### config.mk
export PLATFORM = sky130hd
export DESIGN_NAME = neumaier_tree_scheduler
export DESIGN_NICKNAME = d
export VERILOG_FILES = /design/src/rtl/neumaier_tree_scheduler.sv
export SDC_FILE = /design/constraint.sdc
export NUM_CORES = 1
export LEC_CHECK = 0
export CAP_MARGIN = 5
export CORE_MARGIN = 2
export CORE_UTILIZATION = 50
export CTS_CLUSTER_DIAMETER = 120
export DETAILED_ROUTE_END_ITERATION = 10
export GPL_ROUTABILITY_DRIVEN = 0
export PLACE_DENSITY = 0.75
export SLEW_MARGIN = 20
export SYNTH_ARGS = -nofsm -noshare
export SYNTH_HDL_FRONTEND = slang
export SYNTH_SLANG_ARGS = --single-unit
export TNS_END_PERCENT = 5
### constraint.sdc
create_clock -name clk_i -period 5.9 [get_ports clk_i]
set_input_delay 1.18 -clock clk_i [delete_from_list [all_inputs] [get_ports clk_i]]
set_output_delay 1.18 -clock clk_i [all_outputs]
set_load 0.05 [all_outputs]
### src/rtl/neumaier_tree_scheduler.sv
// Job sequencer for the pipelined Neumaier adder tree: it gates chunks into the tree,
// tracks them through the tree latency and sums the per-chunk results into one wide value.
module neumaier_tree_scheduler #(
   parameter int SUM_WIDTH  = 13,
   parameter int TREE_LAT   = 8,
   parameter int MAX_CHUNKS = 256,
   parameter int CNT_W      = 9,
   parameter int ACC_W      = SUM_WIDTH + 8
) (
   input  logic                        clk_i,
   input  logic                        rst_i,
   input  logic                        start_i,
   input  logic [CNT_W-1:0]            num_chunks_i,
   output logic                        busy_o,
   input  logic                        chunk_valid_i,
   output logic                        chunk_ready_o,
   output logic                        tree_in_sel_o,
   input  logic signed [SUM_WIDTH-1:0] tree_sum_i,
   output logic signed [ACC_W-1:0]     acc_o,
   output logic                        done_o
);

   typedef enum logic [1:0] {IDLE, RUN, DRAIN, DONE} state_t;

   localparam logic [CNT_W-1:0] MAX_C = CNT_W'(MAX_CHUNKS);

   state_t                    state_q, state_d;
   logic [CNT_W-1:0]          n_q, issued_q, retired_q;
   logic [CNT_W-1:0]          n_sat, issued_inc;
   logic [TREE_LAT-1:0]       vpipe_q;
   logic signed [ACC_W-1:0]   acc_q;
   logic signed [ACC_W-1:0]   sum_ext;
   logic                      ready_w, handshake, retire, start_acc;

   assign n_sat      = (num_chunks_i > MAX_C) ? MAX_C : num_chunks_i;
   assign issued_inc = issued_q + CNT_W'(1);
   assign ready_w    = (state_q == RUN) && (issued_q < n_q);
   assign handshake  = ready_w & chunk_valid_i;
   assign retire     = vpipe_q[TREE_LAT-1];
   assign sum_ext    = {{(ACC_W-SUM_WIDTH){tree_sum_i[SUM_WIDTH-1]}}, tree_sum_i};

   assign chunk_ready_o = ready_w;
   assign tree_in_sel_o = handshake;
   assign acc_o         = acc_q;

   // Next-state and status outputs; an empty job passes through DRAIN, which
   // completes at once because nothing was issued.
   always_comb begin
      state_d   = state_q;
      busy_o    = 1'b0;
      done_o    = 1'b0;
      start_acc = 1'b0;
      unique case (state_q)
         IDLE: begin
            if (start_i) begin
               start_acc = 1'b1;
               state_d   = (n_sat == '0) ? DRAIN : RUN;
            end
         end
         RUN: begin
            busy_o = 1'b1;
            if (handshake && (issued_inc == n_q)) state_d = DRAIN;
         end
         DRAIN: begin
            busy_o = 1'b1;
            if (retired_q == n_q) state_d = DONE;
         end
         DONE: begin
            busy_o  = 1'b1;
            done_o  = 1'b1;
            state_d = IDLE;
         end
         default: state_d = IDLE;
      endcase
   end

   // The valid pipe mirrors the tree latency, so its last bit marks the cycle
   // in which tree_sum_i belongs to a real chunk rather than a zero bubble.
   always_ff @(posedge clk_i or posedge rst_i) begin
      if (rst_i) begin
         state_q   <= IDLE;
         n_q       <= '0;
         issued_q  <= '0;
         retired_q <= '0;
         vpipe_q   <= '0;
         acc_q     <= '0;
      end else begin
         state_q <= state_d;
         vpipe_q <= {vpipe_q[TREE_LAT-2:0], handshake};
         if (start_acc) begin
            n_q       <= n_sat;
            issued_q  <= '0;
            retired_q <= '0;
            acc_q     <= '0;
         end else begin
            if (handshake) issued_q <= issued_inc;
            if (retire) begin
               acc_q     <= acc_q + sum_ext;
               retired_q <= retired_q + CNT_W'(1);
            end
         end
      end
   end

endmodule

==> results of run 1 <==
[cells in the mapped netlist, drive strengths merged, types with 5 or more instances]
master  count  area share [%]
and3        5            0.80
a21o       10             1.9
mux2i      18             4.6
dfrtp      58              37
nor2b       5            0.80
nand3       7            0.90
nand4       9             1.8
xor2       16             3.6
xnor2      26             5.8
nor2       37             3.6
or3         6            0.96
o21ai      31             4.0
nand3b      9             1.7
a31oi       6            0.96
inv        19             1.8
o211ai      5            0.96
nand2      22             2.1
clkbuf     11             1.1
o21a        7             1.3
nor3        8             1.0
ha         36              12
a21oi      24             3.1
[routing by layer]
layer / track usage (%) / vias up / share of wire, %
met5: 0 / - / 0
met3: 4.394 / 9 / 2.9
met2: 34.79 / 47 / 50
met1: 25.00 / 1485 / 47
met4: 5.597 / 0 / 0.97
li1: - / 1587 / -
[cells by family after synthesis]
| group | synth area share [%] |
|---|---|
| AND/OR/NAND/NOR | 17.40 |
| AO/OA/AOI/OAI | 15.86 |
| adder cells (fa/ha/maj) | 12.05 |
| flip-flops | 37.17 |
| buffers and inverters | 3.108 |
| multiplexers | 4.998 |
| XOR/XNOR | 9.420 |
[state kept, by name, indices dropped and copies added (netlist names)]
| name | cells |
|---|---|
| acc_o | 21 |
| n_q | 9 |
| retired_q | 9 |
| state_q | 2 |
| issued_q | 9 |
| vpipe_q | 8 |
[stage by stage]
stage	cells	setup slack, ns
after floorplan	413	2.685
after global placement	555	1.612
after global routing	571	1.338
after detailed placement	555	1.592
after CTS	571	1.505
final	571	1.527
[power by group through the flow]
stage	clock [uW]	sequential [uW]	combinational, uW
4_1_cts	344	683	1280
6_report	333	683	1280
3_3_place_gp	0	683	1240
3_5_place_dp	0	689	1270
5_1_grt	360	702	1410
2_1_floorplan	0	900	735
[critical path, delay by kind of cell, from the launching register on]
family          cells  cell delay [ns]
buf+inv             3             1.17
flops               1             0.40
compound gates      3             0.51
fa+ha+maj           1             0.28
simple gates        2             0.51
[path summary, 6_finish.rpt]
check,end,slack [ns],cells after the start
max,tree_in_sel_o,1.53,9
max reg2reg,acc_o[18],3.17,10
max in group asynchronous,acc_o[13],4.04,3
min in group asynchronous,acc_o[1],1.39,3
min reg2reg,vpipe_q[7],0.35,0
min,vpipe_q[7],0.35,0
[final cells by class]
cell class	instances	area [sq um]
Fill cell	649	2959
Multi-Input combinational cell	323	2332
Sequential cell	58	1451
Timing Repair Buffer	53	523.0
Clock buffer	14	172.7
Tap cell	102	127.6
Inverter	19	71.32
Clock inverter	2	10.01
==> impl_results.rst, run 1 <==
.. list-table::
   :header-rows: 1

   * - Metric
     - Value
   * - Outcome
     - finished, final reports clean
   * - Diode insertion count for antenna repair
     - 0
   * - Fraction of registers with async set/reset
     - 100.0%
   * - Worst-skew pair later-pin latency
     - 0.32 ns
   * - Kind of start point of the critical path
     - flop
   * - Horiz. Die Dim
     - 92.38 microns
   * - Critical-path maximum fanout
     - 12
   * - Peak Freq
     - 0.2287 GHz
   * - Buffer levels on the longest clock path
     - 2
   * - Setup repair after global routing missed its margin
     - no
   * - Reported leakage power
     - 0.002106 uW
   * - Cell type with the highest occurrence count on the critical path
     - sky130_fd_sc_hd__inv_1
   * - Final Instance Area
     - 4688 sq um
   * - Number of antenna violations at the first check in global routing
     - 0
   * - Number of global-route vias before repair
     - 3084
   * - Overall routed net length
     - 8045 microns
   * - Post-DP HPWL
     - 5964 microns
   * - CTS tree
     - done
   * - CTS root buf
     - sky130_fd_sc_hd__clkbuf_8
   * - CP cell instances
     - inv_1 > ha_1 > nor2b_1 > o21a_1 > o211ai_1 > a31o_2 > nand4_1 > inv_1 > clkdlybuf4s50_1
   * - Total global-route track usage
     - 19.99%
   * - Die footprint
     - 8533 sq um
   * - Number of buffers inserted for hold repair after clock tree synthesis
     - 0
   * - Number of distinct library cells after synthesis
     - 50
   * - Power density of the placed cells
     - 489.0 nW/um^2
   * - Drc violations
     - 0
   * - HP Start
     - vpipe_q[6]
   * - Number of endpoints failing setup at the final stage
     - 0
   * - Register bit count reported by yosys
     - 58
   * - Post-route clock skew
     - 0.006072 ns
   * - Final hold viol count
     - 0
   * - Worst endpoint data arrival time
     - 3.19 ns
   * - CTS resizes
     - 0
   * - Chip Height
     - 92.38 microns
   * - Number of enable flip-flop cells after synthesis
     - 0
   * - Clock slew seen by the registers of the worst setup and hold paths
     - 0.06 ns
   * - Clock buffer count from CTS
     - 9
   * - Final-layout setup total negative slack
     - 0 ns
   * - Required time worst endpoint
     - 4.72 ns
   * - Gate count of the mapped netlist
     - 413
   * - Proportion of layout cells with a drive suffix above 1
     - 5.757%
   * - Drt first pass iters
     - 4
   * - Placed inst area
     - 4506 sq um
   * - Switching share of total power
     - 44.98%
   * - CTS H-tree lvls
     - 3
   * - Number of pins exceeding their max-slew limit in the final report
     - 0
   * - Crit path launch
     - n_q[1]
   * - Via count
     - 3128
   * - Net count, final
     - 527
   * - Most frequent standard cell in the layout excluding fill and tap cells
     - sky130_fd_sc_hd__dfrtp_1
   * - CP Capture Type
     - output pin
   * - Final hold slack
     - 0.3489 ns
   * - Hold Path Class
     - flop to flop
   * - Top-Level Pins
     - 51
   * - Quantity of I/O buffers inserted on ports
     - 50
   * - Number of buffers inserted to repair setup after CTS
     - 0
   * - Starting density of the core
     - 51.06%
   * - Power consumption
     - 2293 uW
   * - Post-Synthesis Mean Instance Area
     - 9.455 sq um
   * - Fin util
     - 61.31%
   * - Drt via density
     - 5.478
   * - First DRT Iteration DRCs
     - 104
   * - Count of synthesis-stage warnings from yosys
     - 0
   * - Maximum number of pins on one net before global-route repair
     - 59
   * - Startpoint of the most critical register-to-register path
     - acc_o[0]
   * - Slew at the pin closest to its max-slew limit
     - 0.7250 ns
   * - Most common flop cell mapped by yosys
     - sky130_fd_sc_hd__dfrtp_1
   * - Total of max-cap violations
     - 0
   * - First-pass GRT wire length
     - 13770 microns
   * - Share of power burned in registers
     - 29.8%
   * - Number of clock sinks seen by CTS
     - 58
   * - Core Box Area
     - 7647 sq um
   * - Critical Path Slowest Stage Cell
     - sky130_fd_sc_hd__clkdlybuf4s50_1
   * - Cell internal pwr
     - 1261 uW
   * - Psw
     - 1031 uW
   * - Power share of the combinational group
     - 55.7%
   * - Worst relative slew slack
     - 51.67%
   * - Sequential element share of the synthesized area
     - 37.17%
   * - Number of core rows
     - 32
   * - Part of the total power dissipated in the clock network
     - 14.5%
   * - Time the worst path needs with I/O delays and setup
     - 4.373 ns
   * - Routed Antenna Nets
     - 0
   * - Setup Crit Path Kind
     - flop to output pin
   * - Stage delay of the slowest cell on the critical path
     - 0.83 ns
   * - Post-synthesis to final-layout area growth
     - 20.06%
   * - Grt ovf
     - 0
   * - Avg WL per Cell
     - 14.09 microns
   * - Commonest cells after routing, fill and taps aside
     - sky130_fd_sc_hd__dfrtp_1 (58), sky130_fd_sc_hd__clkdlybuf4s50_1 (50), sky130_fd_sc_hd__nor2_1 (37)
   * - Maximum vdd drop
     - 283.6 uV
   * - Period Utilization, post-route
     - 74.12%
   * - Syn Std Cell Area
     - 3905 sq um
   * - Post-Synthesis Net Count
     - 476
No activity file was read; power rests on OpenSTA's default activity.
==> run 2, diff against run 1 <==
--- a/config.mk
+++ b/config.mk
@@ -11,7 +11,7 @@
 export CTS_CLUSTER_DIAMETER = 120
 export DETAILED_ROUTE_END_ITERATION = 10
 export GPL_ROUTABILITY_DRIVEN = 0
-export PLACE_DENSITY = 0.75
+export PLACE_DENSITY = 0.78
 export SLEW_MARGIN = 20
 export SYNTH_ARGS = -nofsm -noshare
 export SYNTH_HDL_FRONTEND = slang
==> constraint.sdc (replaced) <==
create_clock -name clk_i -period 3.8 [get_ports clk_i]
set_input_delay 0.76 -clock clk_i [delete_from_list [all_inputs] [get_ports clk_i]]
set_output_delay 0.76 -clock clk_i [all_outputs]
set_load 0.05 [all_outputs]
==> impl_results.rst, run 2 (synthesis gave the netlist of run 1 again) <==
.. list-table::
   :header-rows: 1

   * - Metric
     - Value
   * - Outcome
     - finished, final reports clean
   * - Worst relative slew slack
     - 66.67%
   * - Total of max-cap violations
     - 0
   * - Time the worst path needs with I/O delays and setup
     - 3.534 ns
   * - Cell depth of the worst hold path
     - 0
   * - Grt ovf
     - 0
   * - Slew at the pin closest to its max-slew limit
     - 0.4958 ns
   * - First DRT Iteration DRCs
     - 146
   * - Part of the total power dissipated in the clock network
     - 13.7%
   * - R2R cell count
     - 10
   * - Via count
     - 3234
   * - Hold Path Class
     - flop to flop
   * - CP cell instances
     - inv_1 > ha_1 > nor2b_1 > o21a_1 > o211ai_1 > a31o_2 > and3_1 > clkdlybuf4s50_1
   * - Share of power burned in registers
     - 29.9%
   * - CTS H-tree lvls
     - 3
   * - Cell internal pwr
     - 1915 uW
   * - Peak Freq
     - 0.2829 GHz
   * - Number of buffers inserted for hold repair after clock tree synthesis
     - 0
   * - CTS tree
     - done
   * - Kind of start point of the critical path
     - flop
   * - Internal reg-to-reg setup slack
     - 1.04 ns
   * - Final hold viol count
     - 0
   * - Power density of the placed cells
     - 757.8 nW/um^2
   * - Net count, final
     - 529
   * - Avg WL per Cell
     - 14.74 microns
   * - Die footprint
     - 8533 sq um
   * - Setup Crit Path Kind
     - flop to output pin
   * - Chip Height
     - 92.38 microns
   * - Total global-route track usage
     - 21.22%
   * - Number of clock sinks seen by CTS
     - 58
   * - Number of buffers inserted to repair setup after CTS
     - 0
   * - Power share of the combinational group
     - 56.4%
   * - Switching share of total power
     - 45.96%
   * - Number of endpoints failing setup at the final stage
     - 0
   * - Critical Path Slowest Stage Cell
     - sky130_fd_sc_hd__clkdlybuf4s50_1
   * - Clock slew seen by the registers of the worst setup and hold paths
     - 0.06 ns
   * - Core Box Area
     - 7647 sq um
   * - Final-layout setup total negative slack
     - 0 ns
   * - Routed Antenna Nets
     - 0
   * - HP Start
     - vpipe_q[6]
   * - First-pass GRT wire length
     - 14420 microns
   * - Startpoint of the most critical register-to-register path
     - acc_o[0]
   * - Horiz. Die Dim
     - 92.38 microns
   * - Number of antenna violations at the first check in global routing
     - 0
   * - Psw
     - 1628 uW
   * - Drt via density
     - 5.664
   * - Number of pins exceeding their max-slew limit in the final report
     - 0
   * - # fillers
     - 630
   * - Diode insertion count for antenna repair
     - 0
   * - Proportion of layout cells with a drive suffix above 1
     - 6.397%
   * - Period Utilization, post-route
     - 93.01%
   * - Worst-skew pair later-pin latency
     - 0.34 ns
   * - Required time worst endpoint
     - 3.04 ns
   * - Drc violations
     - 0
   * - Stage delay of the slowest cell on the critical path
     - 0.81 ns
   * - Starting density of the core
     - 51.06%
   * - Post-synthesis to final-layout area growth
     - 19.74%
   * - Reported leakage power
     - 0.002108 uW
   * - Buffer levels on the longest clock path
     - 2
   * - Top-Level Pins
     - 51
   * - End of the worst hold path
     - vpipe_q[7]
   * - Commonest cells after routing, fill and taps aside
     - sky130_fd_sc_hd__dfrtp_1 (58), sky130_fd_sc_hd__clkdlybuf4s50_1 (49), sky130_fd_sc_hd__nor2_1 (37)
   * - Fin cells
     - 571
   * - CTS resizes
     - 0
   * - Worst endpoint data arrival time
     - 2.77 ns
   * - CTS root buf
     - sky130_fd_sc_hd__clkbuf_8
   * - End of the worst register-to-register path
     - acc_o[20]
   * - Placed Instances
     - 557
   * - Maximum number of pins on one net before global-route repair
     - 43
   * - Clock buffer count from CTS
     - 9
   * - Max reg flops
     - 21
   * - Most frequent standard cell in the layout excluding fill and tap cells
     - sky130_fd_sc_hd__dfrtp_1
   * - Number of core rows
     - 32
   * - Post-DP HPWL
     - 6061 microns
   * - Number of global-route vias before repair
     - 3165
   * - Critical-path maximum fanout
     - 3
   * - Post-route clock skew
     - 0.01073 ns
   * - Setup repair after global routing missed its margin
     - no
   * - Maximum vdd drop
     - 392.6 uV
   * - CP Capture Type
     - output pin
   * - Quantity of I/O buffers inserted on ports
     - 50
   * - Overall routed net length
     - 8419 microns
   * - Drt first pass iters
     - 4
-- run 2: worst max-delay path, delay by kind of cell, from the launching register on --
family | cells | cell delay [ns]
buf+inv | 2 | 0.90
fa+ha+maj | 1 | 0.28
flops | 1 | 0.42
simple gates | 2 | 0.31
compound gates | 3 | 0.54
-- run 2: worst max path at each step --
stage             startpoint  slack [ns]             to
4_1_cts               n_q[1]        0.25  chunk_ready_o
2_1_floorplan  tree_sum_i[0]        1.00      acc_o[16]
3_5_place_dp   tree_sum_i[0]        0.29      acc_o[18]
3_3_place_gp   tree_sum_i[0]        0.34      acc_o[16]
5_1_grt               n_q[1]        0.13  chunk_ready_o
6_report              n_q[1]        0.27  chunk_ready_o
-- run 2: stage by stage --
stage / cell area [sq um] / hold slack (ns) / power (uW) / setup WS (ns) / util [%]
after floorplan: 3905 / 0.3312 / 2538 / 1.005 / -
after global placement: 4518 / 0.3342 / 2985 / 0.3425 / 59.08
after detailed placement: 4518 / 0.3370 / 3048 / 0.2912 / 59.08
after CTS: 4676 / 0.3530 / 3553 / 0.2532 / 61.14
after global routing: 4676 / 0.3573 / 3816 / 0.1288 / 61.14
final: 4676 / 0.3499 / 3543 / 0.2657 / 61.14
-- run 2: area by class of cell --
| type | count | area, sq um | area share [%] |
|---|---|---|---|
| flip-flops and latches | 58 | 1451 | 31.04 |
| clock inverters | 4 | 20.02 | 0.4282 |
| well taps | 102 | 127.6 | 2.729 |
| multi-input cells | 323 | 2332 | 49.88 |
| repair buffers | 55 | 535.5 | 11.45 |
| clock buffers | 10 | 137.6 | 2.944 |
| inverters | 19 | 71.32 | 1.525 |
-- run 2: power by group through the flow --
| stage | Clock [uW] | Combinational, uW | Sequential (uW) |
|---|---|---|---|
| 6_report | 484 | 2000 | 1060 |
| 5_1_grt | 523 | 2200 | 1090 |
| 4_1_cts | 494 | 2000 | 1060 |
| 3_5_place_dp | 0 | 1980 | 1060 |
| 3_3_place_gp | 0 | 1930 | 1050 |
| 2_1_floorplan | 0 | 1140 | 1400 |
-- run 2: layer usage --
metal	vias up	part of all wire, %	routed length [microns]	global-route usage [%]
met5	-	0	0	0
met4	0	2.4	199	9.453
met3	17	3.2	270	3.417
met2	72	48	4025	35.58
met1	1556	47	3924	27.05
li1	1589	-	-	-
